$ cat config.mk
export PLATFORM = sky130hd
export DESIGN_NAME = bin_weight_mac_seq
export DESIGN_NICKNAME = d
export VERILOG_FILES = /design/src/rtl/bin_weight_mac_seq.sv
export SDC_FILE = /design/constraint.sdc
export NUM_CORES = 1
export LEC_CHECK = 0
export BUFFER_PORTS_ARGS = -buffer_cell sky130_fd_sc_hd__buf_2
export CORE_MARGIN = 2
export CORE_UTILIZATION = 67
export CTS_CLUSTER_DIAMETER = 60
export DETAILED_ROUTE_END_ITERATION = 10
export PLACE_DENSITY = 0.88
export SYNTH_ARGS = -nofsm -noshare
export SYNTH_HDL_FRONTEND = slang
export SYNTH_SLANG_ARGS = --single-unit
export TNS_END_PERCENT = 50
$ cat constraint.sdc
create_clock -name clk -period 25.5 [get_ports clk]
set_input_delay 7.65 -clock clk [delete_from_list [all_inputs] [get_ports clk]]
set_output_delay 7.65 -clock clk [all_outputs]
set_load 0.05 [all_outputs]
$ cat src/rtl/bin_weight_mac_seq.sv
`default_nettype none
// ============================================================================
// Module   : bin_weight_mac_seq
// Summary  : Tiled matrix-vector MAC with +/-1 weights and saturating output.
// Revision : 1.0 - initial release
// ============================================================================
module bin_weight_mac_seq #(
  parameter int IN_DIM    = 8,
  parameter int OUT_DIM   = 8,
  parameter int BIT_CNT   = 8,
  parameter int LANES     = 2,
  parameter int MAX_TILES = 4
) (
  input  logic                              clk,
  input  logic                              reset,
  input  logic                              in_valid,
  output logic                              in_ready,
  input  logic [IN_DIM-1:0][BIT_CNT-1:0]    value_in,
  input  logic [OUT_DIM-1:0][IN_DIM-1:0]    weight,
  input  logic                              last_tile,
  output logic                              out_valid,
  input  logic                              out_ready,
  output logic [OUT_DIM-1:0][BIT_CNT-1:0]   value_out,
  output logic [OUT_DIM-1:0]                sat_flag
);

  localparam int ACC_W = BIT_CNT + $clog2(IN_DIM * MAX_TILES) + 1;
  localparam int PTR_W = (OUT_DIM > 1) ? $clog2(OUT_DIM) : 1;
  localparam int CNT_W = $clog2(MAX_TILES + 1);

  localparam logic [PTR_W-1:0]        c_last_ptr  = PTR_W'(OUT_DIM - LANES);
  localparam logic [PTR_W-1:0]        c_lane_step = PTR_W'(LANES);
  localparam logic [CNT_W-1:0]        c_max_tiles = CNT_W'(MAX_TILES);
  localparam logic signed [ACC_W-1:0] c_sat_max   = ACC_W'((64'sd1 <<< (BIT_CNT - 1)) - 64'sd1);
  localparam logic signed [ACC_W-1:0] c_sat_min   = ~c_sat_max;

  typedef enum logic [1:0] {
    S_IDLE    = 2'd0,
    S_COMPUTE = 2'd1,
    S_OUTPUT  = 2'd2
  } state_t;

  state_t                           r_state;
  logic [IN_DIM-1:0][BIT_CNT-1:0]   r_value;
  logic [OUT_DIM-1:0][IN_DIM-1:0]   r_weight;
  logic                             r_last;
  logic [PTR_W-1:0]                 r_row_ptr;
  logic [CNT_W-1:0]                 r_tile_cnt;
  logic signed [ACC_W-1:0]          r_acc [OUT_DIM];
  logic                             r_out_valid;
  logic [OUT_DIM-1:0][BIT_CNT-1:0]  r_value_out;
  logic [OUT_DIM-1:0]               r_sat;

  logic [PTR_W-1:0]                 w_row [LANES];
  logic signed [ACC_W-1:0]          w_sum [LANES];
  logic [CNT_W-1:0]                 w_cnt_inc;
  logic                             w_to_output;

  // Sign-extend before negating so that -(-2^(BIT_CNT-1)) is representable.
  function automatic logic signed [ACC_W-1:0] sx(input logic [BIT_CNT-1:0] v);
    return {{(ACC_W - BIT_CNT){v[BIT_CNT-1]}}, v};
  endfunction

  always_comb begin
    for (int l = 0; l < LANES; l++) begin
      w_row[l] = r_row_ptr + PTR_W'(l);
    end
  end

  always_comb begin
    for (int l = 0; l < LANES; l++) begin
      w_sum[l] = '0;
      for (int j = 0; j < IN_DIM; j++) begin
        if (r_weight[w_row[l]][j]) begin
          w_sum[l] = w_sum[l] + sx(r_value[j]);
        end else begin
          w_sum[l] = w_sum[l] - sx(r_value[j]);
        end
      end
    end
  end

  assign w_cnt_inc   = r_tile_cnt + CNT_W'(1);
  assign w_to_output = r_last || (w_cnt_inc == c_max_tiles);

  always_ff @(posedge clk) begin
    if (reset) begin
      r_state     <= S_IDLE;
      r_value     <= '0;
      r_weight    <= '0;
      r_last      <= 1'b0;
      r_row_ptr   <= '0;
      r_tile_cnt  <= '0;
      r_out_valid <= 1'b0;
      r_value_out <= '0;
      r_sat       <= '0;
      for (int i = 0; i < OUT_DIM; i++) begin
        r_acc[i] <= '0;
      end
    end else begin
      case (r_state)
        S_IDLE: begin
          if (in_valid) begin
            r_value   <= value_in;
            r_weight  <= weight;
            r_last    <= last_tile;
            r_row_ptr <= '0;
            r_state   <= S_COMPUTE;
          end
        end

        S_COMPUTE: begin
          for (int l = 0; l < LANES; l++) begin
            r_acc[w_row[l]] <= r_acc[w_row[l]] + w_sum[l];
          end
          r_row_ptr <= r_row_ptr + c_lane_step;
          if (r_row_ptr == c_last_ptr) begin
            r_row_ptr  <= '0;
            r_tile_cnt <= w_cnt_inc;
            r_state    <= w_to_output ? S_OUTPUT : S_IDLE;
          end
        end

        S_OUTPUT: begin
          // First OUTPUT cycle registers the clamped result; later cycles hold it.
          if (!r_out_valid) begin
            r_out_valid <= 1'b1;
            for (int i = 0; i < OUT_DIM; i++) begin
              if (r_acc[i] > c_sat_max) begin
                r_value_out[i] <= c_sat_max[BIT_CNT-1:0];
                r_sat[i]       <= 1'b1;
              end else if (r_acc[i] < c_sat_min) begin
                r_value_out[i] <= c_sat_min[BIT_CNT-1:0];
                r_sat[i]       <= 1'b1;
              end else begin
                r_value_out[i] <= r_acc[i][BIT_CNT-1:0];
                r_sat[i]       <= 1'b0;
              end
            end
          end else if (out_ready) begin
            r_out_valid <= 1'b0;
            r_tile_cnt  <= '0;
            r_state     <= S_IDLE;
            for (int i = 0; i < OUT_DIM; i++) begin
              r_acc[i] <= '0;
            end
          end
        end

        default: r_state <= S_IDLE;
      endcase
    end
  end

  assign in_ready  = (r_state == S_IDLE) && !reset;
  assign out_valid = r_out_valid;
  assign value_out = r_value_out;
  assign sat_flag  = r_sat;

endmodule
`default_nettype wire

==> results.md <==
* Register bit count reported by yosys at 325
* Inserted Clock Buffers at 37
* Clock Tree Buf Depth at 3
* Highest-count cells in the layout ignoring fill and taps: sky130_fd_sc_hd__nand2_1 (447), sky130_fd_sc_hd__a21oi_1 (361), sky130_fd_sc_hd__ha_1 (217)
* Clock root buffer: sky130_fd_sc_hd__clkbuf_16
* Number of standard-cell rows in the floorplan at 71
* Leading cell type in the layout, fill and taps excluded: sky130_fd_sc_hd__nand2_1
* Mean instance size in the synthesized netlist at 8.810 µm²
* Cell area after synthesis at 25430 µm²
* Clock Pin Slew Worst Setup and Hold Paths at 0.06 ns
* Origin of the worst min-delay path: value_out[28]
* Category of the worst setup path launch point: input port
* Post-Syn Nets at 3252
* Total half-perimeter wirelength after legalization and detailed placement at 55.71 mm
* Headroom to the max-slew limit at 12.25%
* Final Hold Viols at 0
* Type of the setup path with the least slack: in -> out
* Final worst-path cycle share at 64.01%
* Startpoint of the most critical register-to-register path: r_row_ptr[0]
* Wire length of the first global-routing pass at 114.2 mm
* Number of global-route vias before repair at 21910
* Crit path max fanout at 133
* Global placement routability congestion at 0.9530
* Final Setup Violations at 0
* Total via count in the routed design at 23190
* Unrepaired setup endpoints after global routing: false
* Synth warnings at 0
* Number of cells upsized or downsized after cts at 0
* DR DRC count at 0
* Final critical-path required period at 16.32 ns
* Post-CTS Repair Setup Buffers at 0
* Area of the placeable core at 37490 µm²
* Dominant synthesized flop cell: sky130_fd_sc_hd__dfxtp_1
* Number of I/O port buffers at 206
* Antenna violations before repair at 1
* Area overhead of the layout relative to synthesis at 9.733%
* Maximum number of pins on one net before global-route repair at 134
* Max_cap viols at 0
* Violation count after the first detailed-route iteration at 2328
* Overflow after GRT at 0
* Cell count after synthesis at 2886
* I/O pin count at 207
* Horiz. Die Dim at 198.8 µm
* Number of hold buffers added after cts at 0
* Run status: completed
* Library cells used by synthesis at 67
* TritonCTS clock tree: built
* Final sum of negative setup slack at 0 ns
* Number of flops mapped to enable cells by yosys at 112
* Endpoint kind of the worst setup timing path: output port
* Total count of max-transition violations in the final report at 0
* CTS HTree Levels at 2
* Sequential share of the synthesized area at 30.00%
* Async S/R FF share, synth at 0%
* GRT Overall Usage at 36.61%
* Class of the worst hold path: reg -> reg
* Final setup skew at 0.03625 ns
* Wirelength, routed at 73.60 mm
* Measured slew at the worst slew-check pin at 1.283 ns
* CP arrival at 8.67 ns
* Area occupied by registers at 7631 µm²
* Fraction of layout instances using a drive strength above 1 at 14.82%
* Post-detailed-route count of antenna-violating nets at 0
* Post-DR wirelength/cell at 20.74 µm
* Floorplan die height at 198.8 µm
* Filler cell count in the final layout at 2781
* F_max at 61.26 MHz
* Worst path required time at 17.85 ns
* Sink Count at 325
* Multi-input gate area in the final layout at 16870 µm²
* Worst Setup SP: reset
* Worst-skew pair later-pin latency at 0.58 ns
* Antenna cells at 0
* Initial core utilization at 67.83%
* Final net count at 3375
* Die outline area at 39530 µm²
* Detailed Routing Iterations Pass 1 at 6
* Detailed-route vias per instance at 6.536
[critical path, stage by stage]
cell and delay, ns:
sky130_fd_sc_hd__buf_6 0.66, sky130_fd_sc_hd__nor3_1 0.10, sky130_fd_sc_hd__buf_2 0.26
[flip-flops by register name (all words and copies together), names as in the netlist, named ones only]
| name | cells |
|---|---|
| out_valid | 1 |
| r_acc | 112 |
| r_last | 1 |
| r_row_ptr | 3 |
| r_state | 2 |
| r_tile_cnt | 3 |
| r_value | 64 |
| r_weight | 64 |
| sat_flag | 8 |
| value_out | 64 |
[through the flow]
step | instances | worst slack, ns | area, µm² | utilization (%) | hold slack [ns]
after floorplan | 2886 | 8.956 | 25430 | - | 0.4361
after global placement | 3481 | 9.135 | 26700 | 71.22 | 0.4363
after detailed placement | 3481 | 9.127 | 26700 | 71.22 | 0.4418
after CTS | 3548 | 9.121 | 27900 | 74.43 | 0.4501
after global routing | 3548 | 9.045 | 27900 | 74.43 | 0.4700
final | 3548 | 9.177 | 27900 | 74.43 | 0.4485
[cells in the mapped netlist (all sizes together) (19+ instances only)]
cell type	n	area share [%]
nand3	24	0.47
dfxtp	213	17
xor2	89	3.1
nor3	35	0.69
clkbuf	120	1.8
nor2	144	2.1
a31oi	26	0.64
o21bai	70	2.1
mux2	89	4.0
nand2	448	6.6
o21ai	62	1.2
buf	19	0.41
nand2b	34	0.84
a21o	47	1.4
mux4	61	5.4
edfxtp	112	13
a21oi	361	7.1
xnor2	201	6.9
o22ai	112	2.8
mux2i	49	1.9
inv	104	1.5
ha	217	11
o211ai	56	1.7
[logic make-up after synthesis]
kind of cell / share of synthesized area, %
AO/OA/AOI/OAI: 19.28
AND/OR/NAND/NOR: 13.16
flip-flops: 30.00
XOR/XNOR: 10.60
buffers and inverters: 3.735
adder cells (fa/ha/maj): 11.94
multiplexers: 11.29
[per-layer routing]
metal	vias to the layer above	global-route usage, %	part of all wire (%)
met1	11040	51.39	42
li1	10690	-	-
met3	170	7.002	11
met2	1288	57.85	45
met4	2	10.06	2.5
met5	-	0	0.015
[area by class of cell]
| type | instances | area share (%) |
|---|---|---|
| Timing Repair Buffer | 223 | 4.175 |
| Inverter | 105 | 1.413 |
| Clock inverter | 18 | 0.7578 |
| Multi-Input combinational cell | 2317 | 60.46 |
| Sequential cell | 325 | 27.35 |
| Clock buffer | 49 | 3.552 |
| Tap cell | 511 | 2.291 |
[final timing paths]
kind                   endpoint  slack [ns]  depth (start not counted)
hold reg to reg   value_out[28]        0.45                          2
setup reg to reg   r_acc[6][13]       12.56                         39
setup / recovery       in_ready        9.18                          3
hold / removal    value_out[28]        0.45                          2
Power is not shown: default switching activity piles up to over one toggle a cycle in this logic, so the estimate is an artifact.
